**config.mk**
```make
export PLATFORM = sky130hd
export DESIGN_NAME = sap_sequencer
export DESIGN_NICKNAME = d
export VERILOG_FILES = /design/src/rtl/sap_sequencer.sv
export SDC_FILE = /design/constraint.sdc
export NUM_CORES = 1
export LEC_CHECK = 0
export CAP_MARGIN = 40
export CELL_PAD_IN_SITES_DETAIL_PLACEMENT = 1
export CELL_PAD_IN_SITES_GLOBAL_PLACEMENT = 2
export CORE_MARGIN = 2
export CORE_UTILIZATION = 31
export DETAILED_ROUTE_END_ITERATION = 16
export DONT_BUFFER_PORTS = 1
export GPL_TIMING_DRIVEN = 0
export HOLD_SLACK_MARGIN = 0.02
export PLACE_DENSITY_LB_ADDON = 0.1
export SLEW_MARGIN = 20
export SYNTH_ARGS = -nofsm -noshare
export SYNTH_HDL_FRONTEND = slang
export SYNTH_SLANG_ARGS = --single-unit
```
**constraint.sdc**
```tcl
create_clock -name clock -period 2 [get_ports clock]
set_input_delay 0.4 -clock clock [delete_from_list [all_inputs] [get_ports clock]]
set_output_delay 0.4 -clock clock [all_outputs]
set_load 0.05 [all_outputs]
```
**src/rtl/sap_sequencer.sv**
```systemverilog
// sap_sequencer: SAP T-state sequencer with opcode decode, run/single-step control and HLT.
// Define SAP_EARLY_RETIRE_EN to retire each instruction at its last active T-state.
module sap_sequencer (
    input  logic        clock,
    input  logic        reset_n,
    input  logic [3:0]  opcode,
    input  logic        flag_z,
    input  logic        flag_c,
    input  logic        run,
    input  logic        step,
    output logic [14:0] control_word,
    output logic [2:0]  t_state,
    output logic        stopped,
    output logic        halted,
    output logic        instr_done
);
    typedef enum logic [2:0] {T1, T2, T3, T4, T5, T6, HALTED, STOP} state_t;
    localparam logic [14:0] PC_INC     = 15'h0001;
    localparam logic [14:0] PC_OUT     = 15'h0002;
    localparam logic [14:0] PC_LOAD    = 15'h0004;
    localparam logic [14:0] MAR_LOAD   = 15'h0008;
    localparam logic [14:0] RAM_OUT    = 15'h0010;
    localparam logic [14:0] RAM_LOAD   = 15'h0020;
    localparam logic [14:0] IR_LOAD    = 15'h0040;
    localparam logic [14:0] IR_OUT     = 15'h0080;
    localparam logic [14:0] A_LOAD     = 15'h0100;
    localparam logic [14:0] A_OUT      = 15'h0200;
    localparam logic [14:0] B_LOAD     = 15'h0400;
    localparam logic [14:0] ALU_OUT    = 15'h0800;
    localparam logic [14:0] ALU_SUB    = 15'h1000;
    localparam logic [14:0] OUT_LOAD   = 15'h2000;
    localparam logic [14:0] FLAGS_LOAD = 15'h4000;
    state_t state, state_next, last_active, retire_state;
    logic   step_q, step_edge, is_hlt, is_mem, is_alu, jump_taken;
    assign step_edge  = step & ~step_q;
    assign is_hlt     = opcode == 4'hf;
    assign is_mem     = opcode inside {4'h0, 4'h1, 4'h2, 4'h3};
    assign is_alu     = opcode inside {4'h1, 4'h2};
    assign jump_taken = opcode == 4'h4 || (opcode == 4'h5 && flag_z) || (opcode == 4'h6 && flag_c);
    assign last_active = (opcode inside {4'h0, 4'h3}) ? T5 :
                         is_alu ? T6 :
                         (opcode inside {4'h4, 4'h5, 4'h6, 4'he, 4'hf}) ? T4 : T3;
`ifdef SAP_EARLY_RETIRE_EN
    assign retire_state = last_active;
`else
    assign retire_state = T6;
`endif
    assign instr_done = state == retire_state && !is_hlt;
    assign t_state    = state == HALTED ? 3'd7 : state;
    assign stopped    = state == STOP;
    assign halted     = state == HALTED;
    always_ff @(posedge clock or negedge reset_n) begin
        if (!reset_n) begin
            state  <= STOP;
            step_q <= 1'b0;
        end else begin
            state  <= state_next;
            step_q <= step;
        end
    end
    always_comb begin
        state_next = state;
        if (state == STOP)
            state_next = (run || step_edge) ? T1 : STOP;
        else if (state == T4 && is_hlt)
            state_next = HALTED;
        else if (instr_done)
            state_next = run ? T1 : STOP;
        else if (state != HALTED)
            state_next = state_t'(state + 3'd1);
    end
    // Words past an instruction's last active T-state fall through to zero.
    always_comb begin
        control_word = '0;
        case (state)
            T1: control_word = PC_OUT | MAR_LOAD;
            T2: control_word = PC_INC;
            T3: control_word = RAM_OUT | IR_LOAD;
            T4: control_word = is_mem ? IR_OUT | MAR_LOAD :
                               jump_taken ? IR_OUT | PC_LOAD :
                               opcode == 4'he ? A_OUT | OUT_LOAD : '0;
            T5: control_word = opcode == 4'h0 ? RAM_OUT | A_LOAD :
                               is_alu ? RAM_OUT | B_LOAD :
                               opcode == 4'h3 ? A_OUT | RAM_LOAD : '0;
            T6: control_word = is_alu ? ALU_OUT | A_LOAD | FLAGS_LOAD | (opcode == 4'h2 ? ALU_SUB : '0) : '0;
            default: control_word = '0;
        endcase
    end
endmodule

```
==> results.md <==
* Final hold slack at slightly below 200 ps
* Number of remaining DRC errors at 0
* PwrDens at 1750 nW/um^2
* GRT met1 Usage at 23.3%
* Gp weighted congestion at 0.778
* DRT Pass-1 Iters at 4
* Layout area overhead at 67.6%
* Top_reg_cell synth: dfstp_2
* Psw at 964 uW
* Most frequent cells in the layout: 12 x buf_4, 5 x inv_1, 5 x ha_4
* WP data arrival at approximately 1800 ps
* CTS clock-pin slew for the worst setup and hold paths at 40 ps
* Reg power frac at roughly 11%
* Tot Pwr at 1750 uW
* CTS tree: yes
* Largest net degree at the start of global routing at 10
* Crit-path max FO at 4
* Num CTS Buffers at 3
* Vias at 629
* P_int at around 800 uW
* Antenna Nets Post-Route at 0
* Post-synth EDFFs at 0
* Failing checks: negative setup slack
* IO Count at 31
* Ys Warns at 0
* Startpoint types: flop
* Net Sw Frac at a little under three fifths
* Max-slew violations at 0
* Peak supply drop at 0.945 mV
* Kind of critical path: reg -> out
* Initial core utilization at between 30% and 40%
* Vias/cell at around 5.2
* Setup crit end: control_word[9]
* Synth async-reset ratio at 100%
* Vias in the first global route at 604
* Register area share after synthesis at ~17%
* Clock sinks at 4
* Peak Freq at 454 MHz
* Clk_lat worst skew at 230 ps
* Routed len/inst at about 15 um
* N_diodes at 0
* Final nets at 114
* Port Buffers at 0
* Met2 Track Usage GR at 28.3%
* Cell area after synthesis at a little under 600 sq um
* Global-route wire length before repair at ~2700 um
* Most common cell after layout, fill and taps aside: buf_4
* DP HPWL at 1270 um
* Site Rows at 15
* Net Count, Synth at between 90 and 100
* Clock buffer depth at 2
* Chip width at 47.8 um
* Post-synthesis cell type count at 39
* Skew final at around 10 ps
* Worst Max-Slew Pin Slew at 588 ps
* Gr usage total at 17.0%
* Iter 0 DRT Violations at 6
* WP data required at roughly 1600 ps
* Placeable Area at 1760 sq um
* Root Driver: clkbuf_4
* Met3 usage at 3.77%
* Total grt overflow at 0
* Gate power share at 82.9%
* Outcome: finished, violations left
* Antenna violations before repair at 0
* Syn_area_per_cell at 7.73 sq um
* Fin crit period at approximately 2200 ps
* Vert. Die Dim at 47.8 um
* Share of cells above drive strength 1 at slightly below 60%
* Synth Register Bits at 4
* Worst r2r src: state[1]
* CP endpoint kind: primary output
* Slew margin rel. at 61.0%
* Synth Instances at a little under 80
* Routed wire length at roughly 1800 um
* Final period util at 110%
* Critical R2R Capture: state[0]
* Final hold vios at 0
* Die area at 2290 sq um
* Max Cap Viol at 0
* R2R setup slack at 110 ps
* H-tree levels at 1
* Pleak at 0.000429 uW
* Worst Setup SP: state[1]
* Clk network pwr share at under 10%
* Setup-failing EPs final at 8
* Hold/Removal Path Class: in -> reg
* Global route hottest layer: met2
* RSZ-0062 raised after global routing: true
* Reg2Reg Depth at 7
* Setup WS post-layout at -204 ps
-- repair_timing --
action / 4_1_cts / 5_1_grt
setup endpoints to repair: 17 / 13
endpoints found under the hold margin: 4 / 0
hold buffers: 1 / 0
setup buffers: 10 / 4
resized for setup: 27 / 11
pin swaps: 6 / 8
-- cell type report --
type	count	area (sq um)
Buffer	4	35.0
Clock buffer	4	26.3
Multi-Input combinational cell	62	642
Sequential cell	4	104
Inverter	7	26.3
Fill cell	222	766
Timing Repair Buffer	16	134
Tap cell	25	31.3
-- cells in the mapped netlist, types with 2 or more instances --
library cell / count / area share, %
a21oi_1: 4 / 3.4
and2_1: 2 / 2.1
and3_1: 2 / 2.1
buf_2: 2 / 1.7
dfstp_2: 3 / 13
ha_1: 6 / 13
inv_1: 7 / 4.4
nand2_1: 7 / 4.4
nand2b_1: 2 / 2.1
nor2_1: 5 / 3.2
nor2b_1: 5 / 5.3
nor3_1: 2 / 1.7
o21ai_0: 2 / 1.7
o21ai_1: 2 / 1.7
o21bai_1: 2 / 2.5
-- how the worst min path moves through the flow --
stage,start,end,slack (ps),depth (start not counted)
after floorplan,reset_n,step_q,100,0
after global placement,reset_n,step_q,100,0
after detailed placement,reset_n,step_q,100,0
after CTS,step,step_q,190,0
after global routing,step,step_q,180,0
final,step,step_q,190,0
-- per-layer routing --
layer / vias up / share of wire (%)
li1: 309 / -
met1: 302 / 45
met2: 18 / 49
met3: 0 / 5.6
met4: 0 / 0
met5: - / 0
-- power by group through the flow --
stage | Clock, uW | Sequential [uW] | Combinational [uW]
floorplan | 0 | 174 | 906
global route | 117 | 197 | 1540
global placement | 0 | 187 | 1010
CTS | 112 | 187 | 1340
detailed placement | 0 | 187 | 1030
finish | 107 | 191 | 1450
-- registers in the layout (all words and copies together), names as in the netlist --
| signal | flops |
|---|---|
| state | 3 |
| step_q | 1 |
-- metrics by stage --
step	TNS, ps	utilization, %	setup WS, ps	instances	cell area (sq um)
after CTS	-795	52.6	-205	118	928
after floorplan	-228	-	-158	77	644
after detailed placement	-1290	38.7	-273	103	683
final	-895	56.6	-204	122	998
after global placement	-1390	38.3	-274	102	676
after global routing	-1560	56.6	-263	122	998
-- critical path, cell delays in order (launching register included) --
cell	delay [ps]
dfstp_2	580
ha_4	170
ha_4	160
and3_4	180
and2_4	240
or2_4	240
-- cell families after synthesis --
group / Yosys count / share of synthesized area [%]
AND/OR/NAND/NOR: 35 / 34.7
flip-flops: 4 / 17.4
multiplexers: 1 / 1.68
buffers and inverters: 11 / 7.98
adder cells (fa/ha/maj): 6 / 12.6
AO/OA/AOI/OAI: 19 / 24.2
XOR/XNOR: 1 / 1.47
Power figures use the tool's default switching activity.
